<file path="src/rtl/usb_rx_pkg.sv">
// rtl/usb_rx_pkg.sv - shared types and constants for the USB receive path
package usb_rx_pkg;

    typedef enum logic [1:0] {
        IDLE,
        RECEIVE,
        ERROR
    } rx_unstuff_state_t;

    localparam int USB_STUFF_LIMIT = 6;
    localparam logic [7:0] USB_SYNC_BYTE = 8'h80;

endpackage

</file>
<file path="src/rtl/rx_bit_unstuffer_if.sv">
// rtl/rx_bit_unstuffer_if.sv - decoded-bit input and assembled-byte output bundle
interface rx_bit_unstuffer_if #(
    parameter int BYTE_W = 8
);
    logic              bit_valid;
    logic              decoded_bit;
    logic              packet_active;
    logic [BYTE_W-1:0] byte_out;
    logic              byte_valid;
    logic              stuff_err;
    logic              align_err;

    modport master (
        output bit_valid, decoded_bit, packet_active,
        input  byte_out, byte_valid, stuff_err, align_err
    );

    modport slave (
        input  bit_valid, decoded_bit, packet_active,
        output byte_out, byte_valid, stuff_err, align_err
    );
endinterface

</file>
<file path="src/rtl/usb_ones_counter.sv">
// rtl/usb_ones_counter.sv - consecutive-ones tracker flagging the bit-stuff slot
module usb_ones_counter
    import usb_rx_pkg::*;
#(
    parameter int LIMIT = USB_STUFF_LIMIT
) (
    input  logic clk,
    input  logic nRST,
    input  logic clear,
    input  logic advance,
    input  logic bit_in,
    output logic is_stuff_slot
);
    localparam int CW = $clog2(LIMIT + 1);
    localparam logic [CW-1:0] LIMIT_CNT = CW'(LIMIT);

    logic [CW-1:0] count;
    logic [CW-1:0] base;
    logic [CW-1:0] count_d;

    // clear and advance may coincide: the bit is then counted from zero
    always_comb begin
        base    = clear ? '0 : count;
        count_d = base;
        if (advance) begin
            if (!bit_in) begin
                count_d = '0;
            end else if (base != LIMIT_CNT) begin
                count_d = base + 1'b1;
            end
        end
    end

    always_ff @(posedge clk or negedge nRST) begin
        if (!nRST) begin
            count <= '0;
        end else begin
            count <= count_d;
        end
    end

    assign is_stuff_slot = (count == LIMIT_CNT);

endmodule

</file>
<file path="src/rtl/rx_bit_unstuffer.sv">
// rtl/rx_bit_unstuffer.sv - drops USB stuffed bits and assembles LSB-first bytes
module rx_bit_unstuffer
    import usb_rx_pkg::*;
#(
    parameter int STUFF_LIMIT = USB_STUFF_LIMIT,
    parameter int BYTE_W      = 8
) (
    input  logic                 clk,
    input  logic                 nRST,
    rx_bit_unstuffer_if.slave    bus
);
    localparam int BCW = $clog2(BYTE_W);
    localparam logic [BCW-1:0] LAST_BIT = BCW'(BYTE_W - 1);

    rx_unstuff_state_t state_q, state_d;
    logic [BYTE_W-1:0] shift_q, shift_d, shift_base, shift_next;
    logic [BCW-1:0]    bit_cnt_q, bit_cnt_d, bit_cnt_base;
    logic [BYTE_W-1:0] byte_out_q, byte_out_d;
    logic              byte_valid_q, byte_valid_d;
    logic              stuff_err_q, stuff_err_d;
    logic              align_err_q, align_err_d;
    logic              cnt_clear, cnt_advance, take_data, is_stuff_slot;

    usb_ones_counter #(.LIMIT(STUFF_LIMIT)) u_ones (
        .clk           (clk),
        .nRST          (nRST),
        .clear         (cnt_clear),
        .advance       (cnt_advance),
        .bit_in        (bus.decoded_bit),
        .is_stuff_slot (is_stuff_slot)
    );

    always_comb begin
        state_d      = state_q;
        shift_base   = shift_q;
        bit_cnt_base = bit_cnt_q;
        shift_d      = shift_q;
        shift_next   = shift_q;
        bit_cnt_d    = bit_cnt_q;
        byte_out_d   = byte_out_q;
        byte_valid_d = 1'b0;
        stuff_err_d  = 1'b0;
        align_err_d  = 1'b0;
        cnt_clear    = 1'b0;
        cnt_advance  = 1'b0;
        take_data    = 1'b0;

        case (state_q)
            IDLE: begin
                if (bus.packet_active) begin
                    state_d      = RECEIVE;
                    cnt_clear    = 1'b1;
                    shift_base   = '0;
                    bit_cnt_base = '0;
                    shift_d      = '0;
                    bit_cnt_d    = '0;
                    take_data    = bus.bit_valid;
                end
            end
            RECEIVE: begin
                if (!bus.packet_active) begin
                    state_d     = IDLE;
                    align_err_d = (bit_cnt_q != '0);
                end else if (bus.bit_valid) begin
                    if (!is_stuff_slot) begin
                        take_data = 1'b1;
                    end else if (!bus.decoded_bit) begin
                        cnt_advance = 1'b1;
                    end else begin
                        stuff_err_d = 1'b1;
                        state_d     = ERROR;
                    end
                end
            end
            ERROR: begin
                if (!bus.packet_active) begin
                    state_d = IDLE;
                end
            end
            default: state_d = IDLE;
        endcase

        // first received bit drifts down to bit 0 after BYTE_W shifts
        if (take_data) begin
            cnt_advance = 1'b1;
            shift_next  = {bus.decoded_bit, shift_base[BYTE_W-1:1]};
            shift_d     = shift_next;
            if (bit_cnt_base == LAST_BIT) begin
                bit_cnt_d    = '0;
                byte_out_d   = shift_next;
                byte_valid_d = 1'b1;
            end else begin
                bit_cnt_d = bit_cnt_base + 1'b1;
            end
        end
    end

    always_ff @(posedge clk or negedge nRST) begin
        if (!nRST) begin
            state_q      <= IDLE;
            shift_q      <= '0;
            bit_cnt_q    <= '0;
            byte_out_q   <= '0;
            byte_valid_q <= 1'b0;
            stuff_err_q  <= 1'b0;
            align_err_q  <= 1'b0;
        end else begin
            state_q      <= state_d;
            shift_q      <= shift_d;
            bit_cnt_q    <= bit_cnt_d;
            byte_out_q   <= byte_out_d;
            byte_valid_q <= byte_valid_d;
            stuff_err_q  <= stuff_err_d;
            align_err_q  <= align_err_d;
        end
    end

    assign bus.byte_out   = byte_out_q;
    assign bus.byte_valid = byte_valid_q;
    assign bus.stuff_err  = stuff_err_q;
    assign bus.align_err  = align_err_q;

endmodule

</file>
<file path="src/flat_wrapper.sv">
// flat-port wrapper written by rule: the top's interface ports become plain ports
module rx_bit_unstuffer_flat import usb_rx_pkg::*;
#(
    parameter int STUFF_LIMIT = USB_STUFF_LIMIT,
    parameter int BYTE_W      = 8
)
  (clk, nRST, bus_bit_valid, bus_decoded_bit, bus_packet_active, bus_byte_out, bus_byte_valid, bus_stuff_err, bus_align_err);
  rx_bit_unstuffer_if #(.BYTE_W(BYTE_W)) bus_i ();
  input  logic clk;
  input  logic nRST;
  input wire logic [$bits(bus_i.bit_valid)-1:0] bus_bit_valid;
  input wire logic [$bits(bus_i.decoded_bit)-1:0] bus_decoded_bit;
  input wire logic [$bits(bus_i.packet_active)-1:0] bus_packet_active;
  output wire logic [$bits(bus_i.byte_out)-1:0] bus_byte_out;
  output wire logic [$bits(bus_i.byte_valid)-1:0] bus_byte_valid;
  output wire logic [$bits(bus_i.stuff_err)-1:0] bus_stuff_err;
  output wire logic [$bits(bus_i.align_err)-1:0] bus_align_err;
  assign bus_i.bit_valid = bus_bit_valid;
  assign bus_i.decoded_bit = bus_decoded_bit;
  assign bus_i.packet_active = bus_packet_active;
  assign bus_byte_out = bus_i.byte_out;
  assign bus_byte_valid = bus_i.byte_valid;
  assign bus_stuff_err = bus_i.stuff_err;
  assign bus_align_err = bus_i.align_err;
  rx_bit_unstuffer #(.STUFF_LIMIT(STUFF_LIMIT), .BYTE_W(BYTE_W)) u_core (.clk(clk), .nRST(nRST), .bus(bus_i));
endmodule
</file>
<file path="config.mk">
export PLATFORM = sky130hd
export DESIGN_NAME = rx_bit_unstuffer_flat
export DESIGN_NICKNAME = d
export VERILOG_FILES = /design/src/rtl/usb_rx_pkg.sv /design/src/rtl/rx_bit_unstuffer_if.sv /design/src/rtl/usb_ones_counter.sv /design/src/rtl/rx_bit_unstuffer.sv /design/src/flat_wrapper.sv
export SDC_FILE = /design/constraint.sdc
export NUM_CORES = 1
export LEC_CHECK = 0
export ABC_AREA = 1
export CAP_MARGIN = 0
export CORE_MARGIN = 5
export CORE_UTILIZATION = 40
export CTS_BUF_LIST = sky130_fd_sc_hd__clkbuf_8
export CTS_CLUSTER_DIAMETER = 80
export DETAILED_ROUTE_END_ITERATION = 10
export GPL_TIMING_DRIVEN = 0
export SLEW_MARGIN = 5
export SYNTH_ARGS = -nofsm -noshare
export SYNTH_HDL_FRONTEND = slang
export SYNTH_HIERARCHICAL = 1
export SYNTH_SLANG_ARGS = --single-unit
</file>
<file path="constraint.sdc">
create_clock -name clk -period 2 [get_ports clk]
set_input_delay 0.3 -clock clk [delete_from_list [all_inputs] [get_ports clk]]
set_output_delay 0.3 -clock clk [all_outputs]
set_load 0.02 [all_outputs]
</file>
==> results_dict.tcl <==
set metrics [dict create \
    die_w_um 65.8 \
    p_comb_share_pct 10.5 \
    use_met2_pct 20.8 \
    setup_ws_ps 157 \
    stdcell_count 213 \
    grt_pass1_wl_um 4260 \
    max_freq_ghz 0.542 \
    tritoncts "done" \
    dr_total_vias 984 \
    drv_cap 0 \
    yosysUniqueCellTypes 22 \
    synth_area_leader_cell "dfrtp_1" \
    synth_warnings 6 \
    syn_inst 151 \
    htreeDepth 1 \
    p_int_uw 758 \
    ys.flop_type "dfrtp_1" \
    worstSetupPathType "in -> reg" \
    grt_max_degree 27 \
    drtPass1Iterations 4 \
    switching_share_pct 23.9 \
    worst_pin_slew_ps 555 \
    relSlewSlack_pct 63.0 \
    vias_per_cell 4.62 \
    critPathArrivalTime_ps 2010 \
    cts_buffer_depth 2 \
    initial_core_util_pct 41.2 \
    hold_violations 0 \
    synthTopCellsByCount "nand2_1, dfrtp_1, inv_1" \
    syn_area_sq_mm 0.00125 \
    ys_ff_latch 26 \
    routed_wl_um 2400 \
    holdWs_ps 5.36 \
    clock_latency_ps 270 \
    seq_power_share_pct 55.8 \
    async_flop_share_pct 100 \
    path_clk_slew_ps 80 \
    grt_antenna_before_repair 0 \
    power.switching_uw 239 \
    place_congestion 0.734 \
    final_nets 178 \
    crit_path_max_fanout 10 \
    final_core_utilization_pct 49.8 \
    numCtsBuffers 3 \
    ant_nets 0 \
    synth_edf_count 0 \
    core_sq_mm 0.00303 \
    critPathLaunchType "input pin" \
    outcome "finished, final reports clean" \
    dp.cells 210 \
    drive_gt1_share_pct 13.0 \
    antennaDiodeCount 0 \
    drv_slew 0 \
    min_path_type "in -> async" \
    ir_drop_uv 458 \
    yosysSeqAreaShare_pct 52.2 \
    numPortBuffers 15 \
    power_frac_clock_pct 33.7 \
    synth.most_common_cell "nand2_1" \
    worst-r2r-cell-count 9 \
    grt.overflow.total 0 \
    grt_pass1_vias 975 \
    rsz0062_at_grt "false" \
    grt.met3_usage_pct 4.25 \
    finalSetupViolCount 0 \
    placed_area_sq_mm 0.00145 \
    clock-sinks 26 \
    area_growth_pct 21.1 \
    timing.setup.tns_ps 0 \
    place_ws_ps -500 \
    route.detailed.drc 0 \
    ios 16 \
    yosysTopAreaCellShare_pct 52.2 \
    power.density_mw_per_mm2 661 \
    drt_iter0_markers 42 \
    cts-root-buf "clkbuf_8" \
    die_h_um 65.8 \
    fin_area_sq_mm 0.00151 \
    groute.usage.overall_pct 12.9 \
    avgSynthCellArea_sq_um 8.25 \
    cp_data_required_time_ps 2170 \
    end_kind "flop" \
    p_leak_nw 0.765 \
    total_power_uw 997 \
    finalCriticalPeriod_ps 1840 \
    post_cts_buffers 0 \
    busiest_layer "met2" \
    met1_usage_pct 16.7 \
    fillers 308 \
    dieArea_sq_mm 0.00433 \
    clock_skew_ps 0.867 \
    rows 20 \
    synth_nets 159 \
    fin_crit_sh_pct 92.2 \
    synth_area_leaders "dfrtp_1, nand2_1, inv_1, nand3_1, o21ai_0" \
    dp_hpwl_um 1800 \
    wl_per_cell_um 11.3 \
]
## final timing paths
check                           slack [ps]                    from                      to
worst max-delay path                   160       bus_packet_active  u_core/bus.byte_out[3]
worst min-delay path                     5                    nRST  u_core/u_ones/count[0]
worst max register to register         200       u_core/state_q[1]  u_core/bus.byte_out[3]
worst min register to register         480  u_core/bus.byte_out[7]  u_core/bus.byte_out[7]
max in group asynchronous             1600                    nRST       u_core/state_q[0]
min in group clk                       480  u_core/bus.byte_out[7]  u_core/bus.byte_out[7]
## worst max-delay path, cell delays in order
cell             delay (ps)
clkdlybuf4s50_1         520
nand2_2                 190
nand2_1                  90
inv_1                    80
ha_1                    140
ha_2                    290
nand3_2                 220
nand2_1                 110
nand2_1                  60
## cell families (layout without fill, tap and decap cells)
kind of cell | count (synthesis) | count (layout) | share of synthesized area (%)
AND/OR/NAND/NOR | 77 | 77 | 28.5
AO/OA/AOI/OAI | 19 | 19 | 7.73
buffers and inverters | 26 | 44 | 8.53
adder cells (fa/ha/maj) | 3 | 3 | 3.01
flip-flops | 26 | 26 | 52.2
## layout make-up
cell class,count,area [sq um],area share (%)
Multi-Input combinational cell,99,499,33.1
Sequential cell,26,652,43.2
Inverter,23,86.3,5.72
Buffer,2,16.3,1.08
Timing Repair Buffer,15,145,9.62
Tap cell,44,55.1,3.65
Clock buffer,4,55.1,3.65
## cell usage in the layout (no fill, tap or decap)
master,n
nand2_1,47
dfrtp_1,25
and3_1,1
nor2_1,3
ha_2,1
nor2_2,2
clkdlybuf4s50_1,14
nand3_1,11
nand4_1,3
nand2_2,3
nor2_4,2
buf_6,1
ha_1,2
clkbuf_8,4
nand2_4,1
o21ai_1,1
inv_1,20
nand3_2,2
a21oi_1,8
buf_2,2
o22ai_1,1
nor3_1,2
dfrtp_2,1
inv_2,3
o21ai_0,9
## power groups by stage
stage          logic (mW)  registers (mW)  clock network (mW)
6_report            0.105           0.556               0.336
5_1_grt             0.121           0.559               0.375
4_1_cts             0.107           0.557               0.350
2_1_floorplan      0.0633           0.567                   0
3_5_place_dp        0.106           0.566                   0
3_3_place_gp        0.103           0.566                   0
## repair_timing
action,4_1_cts,5_1_grt
pin swaps,0,0
hold buffers,0,0
setup endpoints to repair,10,8
resized for setup,2,2
## state kept, by name, summed over array words and instances, names as in the netlist
register	count
u_core/bus.stuff_err	1
u_core/bit_cnt_q	3
u_core/bus.byte_out	8
u_core/bus.byte_valid	1
u_core/u_ones/count	3
u_core/bus.align_err	1
u_core/shift_q	7
u_core/state_q	2
## per-layer routing
metal  vias up  wire, um
li1        510         -
met5         -         0
met4         0        17
met3         2       114
met2        15      1160
met1       457      1110
(Power assumes the default switching activity.)
